<file path="config.mk">
export PLATFORM = sky130hd
export DESIGN_NAME = mux_channel_scanner
export DESIGN_NICKNAME = d
export VERILOG_FILES = /design/src/rtl/mux_channel_scanner.sv
export SDC_FILE = /design/constraint.sdc
export NUM_CORES = 1
export LEC_CHECK = 0
export ABC_AREA = 1
export CAP_MARGIN = 15
export CELL_PAD_IN_SITES_DETAIL_PLACEMENT = 0
export CELL_PAD_IN_SITES_GLOBAL_PLACEMENT = 1
export CORE_MARGIN = 2
export CORE_UTILIZATION = 40
export CTS_BUF_LIST = sky130_fd_sc_hd__clkbuf_16
export CTS_CLUSTER_DIAMETER = 80
export DETAILED_ROUTE_END_ITERATION = 12
export PLACE_DENSITY_LB_ADDON = 0.1
export SLEW_MARGIN = 20
export SYNTH_ARGS = -nofsm -noshare
export SYNTH_HDL_FRONTEND = slang
export SYNTH_SLANG_ARGS = --single-unit
</file>
<file path="constraint.sdc">
create_clock -name i_clk -period 2.45 [get_ports i_clk]
set_input_delay 0.245 -clock i_clk [delete_from_list [all_inputs] [get_ports i_clk]]
set_output_delay 0.245 -clock i_clk [all_outputs]
set_load 0.01 [all_outputs]
</file>
<file path="src/rtl/mux_channel_scanner.sv">
// Sequential select driver for a 4:1 gate-delay mux: sweeps enabled channels,
// waits SETTLE cycles per channel, captures mux output into a 4-bit word.
module mux_channel_scanner #(
    parameter int SETTLE = 2
) (
    input  logic       i_clk,
    input  logic       i_reset,
    input  logic       i_start,
    input  logic [3:0] i_chan_mask,
    input  logic       i_repeat,
    input  logic       i_mux_out,
    output logic       o_address0,
    output logic       o_address1,
    output logic       o_busy,
    output logic [3:0] o_sample,
    output logic       o_sample_valid,
    input  logic       i_sample_ready
);

    typedef enum logic [1:0] {
        ST_IDLE = 2'd0,
        ST_SCAN = 2'd1,
        ST_DONE = 2'd2
    } state_t;

    localparam logic [3:0] LP_LAST = 4'(SETTLE - 1);

    // Returns {found, index} of the lowest set bit in mask.
    function automatic logic [2:0] first_chan(input logic [3:0] mask);
        logic [2:0] res;
        res = 3'b000;
        for (int i = 3; i >= 0; i--) begin
            if (mask[i]) res = {1'b1, 2'(i)};
        end
        return res;
    endfunction

    // Returns {found, index} of the lowest set bit strictly above cur.
    function automatic logic [2:0] next_chan(input logic [3:0] mask, input logic [1:0] cur);
        logic [2:0] res;
        res = 3'b000;
        for (int i = 3; i >= 0; i--) begin
            if (mask[i] && (i > int'(cur))) res = {1'b1, 2'(i)};
        end
        return res;
    endfunction

    state_t     r_state;
    logic [3:0] r_cnt;
    logic [1:0] r_addr;
    logic [3:0] r_sample;
    logic [3:0] r_mask;
    logic       r_rpt;

    state_t     w_state_nxt;
    logic [3:0] w_cnt_nxt;
    logic [1:0] w_addr_nxt;
    logic [3:0] w_sample_nxt;
    logic [3:0] w_mask_nxt;
    logic       w_rpt_nxt;
    logic [2:0] w_first_in;
    logic [2:0] w_first_lat;
    logic [2:0] w_next;

    assign w_first_in  = first_chan(i_chan_mask);
    assign w_first_lat = first_chan(r_mask);
    assign w_next      = next_chan(r_mask, r_addr);

    always_ff @(posedge i_clk or posedge i_reset) begin
        if (i_reset) r_state <= ST_IDLE;
        else         r_state <= w_state_nxt;
    end

    always_comb begin
        w_state_nxt  = r_state;
        w_cnt_nxt    = r_cnt;
        w_addr_nxt   = r_addr;
        w_sample_nxt = r_sample;
        w_mask_nxt   = r_mask;
        w_rpt_nxt    = r_rpt;
        case (r_state)
            ST_IDLE: begin
                if (i_start && (i_chan_mask != 4'b0000)) begin
                    w_mask_nxt   = i_chan_mask;
                    w_rpt_nxt    = i_repeat;
                    w_sample_nxt = 4'b0000;
                    w_addr_nxt   = w_first_in[1:0];
                    w_cnt_nxt    = 4'd0;
                    w_state_nxt  = ST_SCAN;
                end
            end
            ST_SCAN: begin
                if (r_cnt == LP_LAST) begin
                    w_sample_nxt[r_addr] = i_mux_out;
                    w_cnt_nxt            = 4'd0;
                    // Skipping disabled channels costs no cycles: jump straight to the next enabled one.
                    if (w_next[2]) w_addr_nxt  = w_next[1:0];
                    else           w_state_nxt = ST_DONE;
                end else begin
                    w_cnt_nxt = r_cnt + 4'd1;
                end
            end
            ST_DONE: begin
                if (i_sample_ready) begin
                    if (r_rpt) begin
                        w_sample_nxt = 4'b0000;
                        w_addr_nxt   = w_first_lat[1:0];
                        w_cnt_nxt    = 4'd0;
                        w_state_nxt  = ST_SCAN;
                    end else begin
                        w_state_nxt  = ST_IDLE;
                    end
                end
            end
            default: w_state_nxt = ST_IDLE;
        endcase
    end

    always_ff @(posedge i_clk or posedge i_reset) begin
        if (i_reset) begin
            r_cnt    <= 4'd0;
            r_addr   <= 2'b00;
            r_sample <= 4'b0000;
            r_mask   <= 4'b0000;
            r_rpt    <= 1'b0;
        end else begin
            r_cnt    <= w_cnt_nxt;
            r_addr   <= w_addr_nxt;
            r_sample <= w_sample_nxt;
            r_mask   <= w_mask_nxt;
            r_rpt    <= w_rpt_nxt;
        end
    end

    assign o_address0     = r_addr[0];
    assign o_address1     = r_addr[1];
    assign o_sample       = r_sample;
    assign o_busy         = (r_state != ST_IDLE);
    assign o_sample_valid = (r_state == ST_DONE);

endmodule

</file>
==> results of run 1 <==
cells in the mapped netlist, drive strengths merged:
library cell	number
inv	19
nand3	11
nand2	51
nor3	1
o21ai	17
ha	6
o211ai	1
dfrtp	17
a21oi	4
xor2	2
nand3b	2
buf	1
nor2	17
routing by layer:
metal	global-route usage, %	up-vias	share of wire [%]
met5	0	-	0
met4	4.42	0	0.60
met3	3.23	2	5.1
met2	25.7	22	45
met1	18.3	429	49
li1	-	517	-
final cells by class:
type,count,area (sq um)
clock inverters,1,3.75
fillers,275,1300
inverters,19,71.3
multi-input cells,112,599
repair buffers,17,170
clock buffers,3,75.1
well taps,31,38.8
flip-flops and latches,17,425
metrics by stage:
stage                     utilization, %  instance area [sq um]
after global routing                51.5                   1380
after CTS                           51.5                   1380
after detailed placement            48.6                   1310
after global placement              48.6                   1310
final                               51.5                   1380
after floorplan                        -                   1100
logic make-up after synthesis:
group	count (synthesis)	synth area share (%)
AND/OR/NAND/NOR	82	35.5
AO/OA/AOI/OAI	22	10.6
buffers and inverters	20	6.93
flip-flops	17	38.6
adder cells (fa/ha/maj)	6	6.82
XOR/XNOR	2	1.59
layout by cell type, fill, tap and decap left out, types with 2 or more instances in the layout:
cell,instances
a21oi_1,4
clkbuf_16,3
clkdlybuf4s50_1,17
dfrtp_1,17
ha_1,6
inv_1,19
nand2_1,48
nand2_2,2
nand3_1,10
nand3b_1,2
nor2_1,15
o21ai_0,13
o21ai_1,3
xor2_1,2
power groups by stage:
stage          registers, W  logic [W]  clock network (W)
2_1_floorplan      0.000458   0.000666                  0
3_3_place_gp       0.000462   0.000896                  0
3_5_place_dp       0.000465   0.000899                  0
4_1_cts            0.000460   0.000906           0.000334
5_1_grt            0.000474    0.00102           0.000344
6_report           0.000458   0.000896           0.000319
worst register-to-register path, stage by stage (launching register included):
cell and delay [ps]:
dfrtp_1 390, inv_1 100, ha_1 430, nand2_1 190, inv_1 190, nor2_8 70
nand3b_1 90, nand2_1 60
final timing paths:
kind                                      endpoint  depth (start not counted)               startpoint
max in group asynchronous    r_addr[1]$_DFFE_PP0P_                          2                  i_reset
min in group i_clk         o_sample[2]$_DFFE_PP0P_                          2  o_sample[2]$_DFFE_PP0P_
hold / removal                r_cnt[3]$_DFFE_PP0P_                          2                  i_reset
setup reg to reg           o_sample[3]$_DFFE_PP0P_                          7   r_state[1]$_DFFE_PP0P_
hold reg to reg            o_sample[2]$_DFFE_PP0P_                          2  o_sample[2]$_DFFE_PP0P_
setup / recovery                            o_busy                          4   r_state[0]$_DFFE_PP0P_
flip-flops by register name (all words and copies together), names as in the netlist:
register and cells:
r_mask 4, r_addr 2, r_rpt 1, r_cnt 4, r_state 2, o_sample 4
==> qor.yml, run 1 <==
synthesis:
  ys_warn_count: 0
  yosysSeqAreaShare_pct: 38.6
  synth_nets: 165
  ys_ff_latch: 17
  synth_cells: 149
  synth_area_leaders: "dfrtp_1 (39%), nand2_1 (16%), ha_1 (6.8%)"
  syn_area_sq_mm: 0.00110
  ys_types: 21
  synth_area_per_cell_sq_um: 7.39
  synth_top_cell_by_area: "dfrtp_1"
  synth_top_area_share_pct: 38.6
worst_setup_path:
  cp-end-kind: "output pin"
  crit_path_cell_trace: "inv_1 -> ha_1 -> inv_1 -> clkdlybuf4s50_1"
  cpMaxStageDelayCell: "clkdlybuf4s50_1"
  critPathRequiredTime_ps: 2200
  start_kind: "flop"
  critPathBufInv: 3
  r2r_slack_ps: 800
  crit_top_cell: "inv_1"
  slowest_delay_ps: 570
  crit_family: "buffers and inverters"
  critPathKind: "reg2out"
  critical_path.max_fanout: 6
  worstPathArrival_ps: 1660
outcome:
  status: "finished clean"
clocking:
  htreeDepth: 1
  cts_tree: "built"
  postCtsSetupRepairBufs: 0
  clk_pin_slew_ps: 50
  numCtsBuffers: 3
  cts_resized: 0
  clk_path_buf_depth: 2
  insertion_delay_ps: 240
  clock_sinks: 17
  cts_hold_buf: 0
  clockRootBuffer: "clkbuf_16"
pwr:
  p_seq_share_pct: 27.4
  vdd_drop_max_v: 0.000593
  sw_frac_of_total_pct: 43.8
  p_leak_nw: 0.707
  power.internal_w: 0.000941
  clockPowerShare_pct: 19.1
  power_w: 0.00167
  p_switching_w: 0.000732
  p_comb_share_pct: 53.5
  power_density_mw_per_mm2: 1210
sta:
  report.final.slew_viol_count: 0
  period_minus_slack_ps: 1910
  holdWs_ps: 397
  min_period_over_period_pct: 77.9
  max_slew_margin_pct: 55.3
  final_hold_viol_count: 0
  setup_viol: 0
  fin_ws_ps: 542
  worst_slew_pin_slew_ps: 670
  rsz0062_at_grt: "no"
  clock.fmax_ghz: 0.524
  finClkSkew_ps: 3.83
  tns_ps: 0
layout:
  drive_gt1_share_pct: 7.10
  syn2layout_area_growth_pct: 25.7
  final_nets: 186
  diodes: 0
  final_cells: 200
global_routing:
  grt_max_degree: 18
  grt.total_usage_pct: 14.9
  grt_pass1_vias: 943
  grt_pass1_wl_um: 3800
  overflow: 0
  antenna_found_initial: 0
placed_design:
  dp_hpwl_um: 1720
  port_buffers: 17
  place_inst: 196
  pre_cts_slack_ps: 789
  gp_congestion: 0.742
die:
  die_w_um: 56.5
  start_util_pct: 41.0
  ios: 18
  die-area_sq_mm: 0.00319
  rows: 19
  die_y_um: 56.5
  core_sq_mm: 0.00269
detailed_routing:
  routed_wl_um: 2180
  avgViaCountPerCell: 4.85
  drc_errors: 0
  routedWlPerCell_um: 10.9
  drt_first_pass_iters: 4
  drtIter0Drc: 17
  vias: 970
  ant_nets: 0
min_path:
  min-delay-path-class: "in2async"
flow_run:
  max_cap_viol_count: 0
No activity file was read; power rests on OpenSTA's default activity.
==> inputs of run 2 (changes only) <==
--- a/config.mk
+++ b/config.mk
@@ -10,7 +10,7 @@
 export CELL_PAD_IN_SITES_DETAIL_PLACEMENT = 0
 export CELL_PAD_IN_SITES_GLOBAL_PLACEMENT = 1
 export CORE_MARGIN = 2
-export CORE_UTILIZATION = 40
+export CORE_UTILIZATION = 34
 export CTS_BUF_LIST = sky130_fd_sc_hd__clkbuf_16
 export CTS_CLUSTER_DIAMETER = 80
 export DETAILED_ROUTE_END_ITERATION = 12
==> constraint.sdc (replaced) <==
create_clock -name i_clk -period 1.55 [get_ports i_clk]
set_input_delay 0.155 -clock i_clk [delete_from_list [all_inputs] [get_ports i_clk]]
set_output_delay 0.155 -clock i_clk [all_outputs]
set_load 0.01 [all_outputs]
==> qor.yml, run 2 (synthesized netlist as in run 1, its figures left out) <==
die:
  die_y_um: 60.9
  ios: 18
  die_w_um: 60.9
  rows: 20
  start_util_pct: 35.8
  core_sq_mm: 0.00308
  die-area_sq_mm: 0.00371
placed_design:
  place_inst: 220
  gp_congestion: 0.813
  dpl_cell_area_sq_mm: 0.00140
  dp_hpwl_um: 1810
  port_buffers: 17
sta:
  final_hold_viol_count: 0
  holdWs_ps: 237
  period_minus_slack_ps: 1480
  max_slew_margin_pct: 81.5
  min_period_over_period_pct: 95.4
  clock.fmax_ghz: 0.676
  rsz0062_at_grt: "yes"
  finClkSkew_ps: 3.78
  worst_slew_pin_slew_ps: 277
  setup_viol: 0
  report.final.slew_viol_count: 0
clocking:
  htreeDepth: 1
  numCtsBuffers: 3
  clockRootBuffer: "clkbuf_16"
  clock_sinks: 17
  insertion_delay_ps: 250
  clk_path_buf_depth: 2
  cts_tree: "built"
  clk_pin_slew_ps: 50
worst_setup_path:
  r2r_slack_ps: 70
  critPathKind: "reg2reg"
  crit_top_cell: "nand2_1"
  r2r_end: "o_sample[2]$_DFFE_PP0P_"
  crit_start: "r_state[0]$_DFFE_PP0P_"
  cp-end-kind: "flop"
  crit_path_cell_trace: "buf_4 -> ha_2 -> nor3_4 -> nand2_4 -> nor2_8 -> nand2_1 -> nand2_1 -> nand2_1"
  cpMaxStageDelayCell: "dfrtp_1"
  regToRegStartpoint: "r_state[0]$_DFFE_PP0P_"
  worstPathArrival_ps: 1620
  critical_path.max_fanout: 8
  slowest_delay_ps: 380
  critPathRequiredTime_ps: 1690
  r2r_cells: 8
  start_kind: "flop"
layout:
  layout_commonest_cell: "nand2_1"
  syn2layout_area_growth_pct: 41.2
  mostFrequentLayoutCells: "nand2_1 (44), inv_1 (17), dfrtp_1 (17), clkdlybuf4s50_1 (15), buf_4 (14)"
  final_cells: 227
  drive_gt1_share_pct: 20.8
  diodes: 0
  final_area_sq_mm: 0.00156
  fillers: 317
  final_nets: 200
detailed_routing:
  vias: 1007
  routed_wl_um: 2340
  drt_first_pass_iters: 3
  drc_errors: 0
  avgViaCountPerCell: 4.44
  drtIter0Drc: 8
  routedWlPerCell_um: 10.3
  ant_nets: 0
min_path:
  min-delay-path-class: "in2async"
global_routing:
  grt_pass1_vias: 1001
  overflow: 0
  antenna_found_initial: 0
  grt_pass1_wl_um: 4200
  grt_max_degree: 18
  grt.total_usage_pct: 15.4
pwr:
  power_density_mw_per_mm2: 1910
  vdd_drop_max_v: 0.00101
  p_leak_nw: 0.778
flow_run:
  max_cap_viol_count: 0
outcome:
  status: "finished clean"
run 2: report_power, final:
group | leakage [nW] | switching, W | internal (W) | total (W)
registers | 0.223 | 0.000131 | 0.000596 | 0.000727
clock network | 0.0423 | 0.000173 | 0.000343 | 0.000516
logic | 0.513 | 0.000969 | 0.000759 | 0.00173
run 2: what timing repair did:
action,in CTS,in global routing
gates resized for setup,2,15
pin swaps,0,6
endpoints found under the setup margin,2,12
hold buffers,0,0
setup buffers,0,3
run 2: how the worst max path moves through the flow:
stage               cells past startpoint                      end
floorplan                              10  o_sample[0]$_DFFE_PP0P_
global placement                        4                   o_busy
detailed placement                      9     r_cnt[0]$_DFFE_PP0P_
CTS                                    10  o_sample[0]$_DFFE_PP0P_
global route                            9  o_sample[1]$_DFFE_PP0P_
finish                                  8  o_sample[2]$_DFFE_PP0P_
run 2: layout make-up:
type                            instances  area, sq um  share of cell area (%)
Sequential cell                        17          425                    27.4
Tap cell                               44         55.1                    3.54
Timing Repair Buffer                   31          273                    17.5
Multi-Input combinational cell        112          649                    41.8
Clock buffer                            3         75.1                    4.83
Inverter                               19         73.8                    4.75
Clock inverter                          1         3.75                   0.241
run 2: worst max-delay path, delay by kind of cell, from the launching register on:
| family | cells | cell delay, ps |
|---|---|---|
| adder cells (fa/ha/maj) | 1 | 200 |
| buffers and inverters | 1 | 140 |
| flip-flops | 1 | 380 |
| AND/OR/NAND/NOR | 6 | 650 |
run 2: per-layer routing:
metal  routed length, um  part of all wire [%]  global-route usage (%)  vias to the layer above
li1                    -                     -                       -                      538
met1                1150                    49                    20.5                      450
met2                1080                    46                    25.0                       17
met3                  90                   3.8                    2.77                        2
met4                  19                  0.81                    5.59                        0
met5                   0                     0                       0                        -
run 2: through the flow:
stage / setup WS [ps] / utilization [%] / setup TNS (ps) / power (W)
after global routing: -48.0 / 50.5 / -222 / 0.00331
final: 70.6 / 50.5 / 0 / 0.00297
after detailed placement: 39.2 / 45.6 / 0 / 0.00228
after global placement: 47.0 / 45.6 / 0 / 0.00228
after CTS: 18.7 / 48.1 / 0 / 0.00280
after floorplan: 55.1 / - / 0 / 0.00178
==> inputs of run 3 (changes only) <==
--- a/config.mk
+++ b/config.mk
@@ -15,7 +15,6 @@
 export CTS_CLUSTER_DIAMETER = 80
 export DETAILED_ROUTE_END_ITERATION = 12
 export PLACE_DENSITY_LB_ADDON = 0.1
-export SLEW_MARGIN = 20
 export SYNTH_ARGS = -nofsm -noshare
 export SYNTH_HDL_FRONTEND = slang
 export SYNTH_SLANG_ARGS = --single-unit
==> results of run 3 <==
Final layout, timing and power as in run 2 (identical DEF).
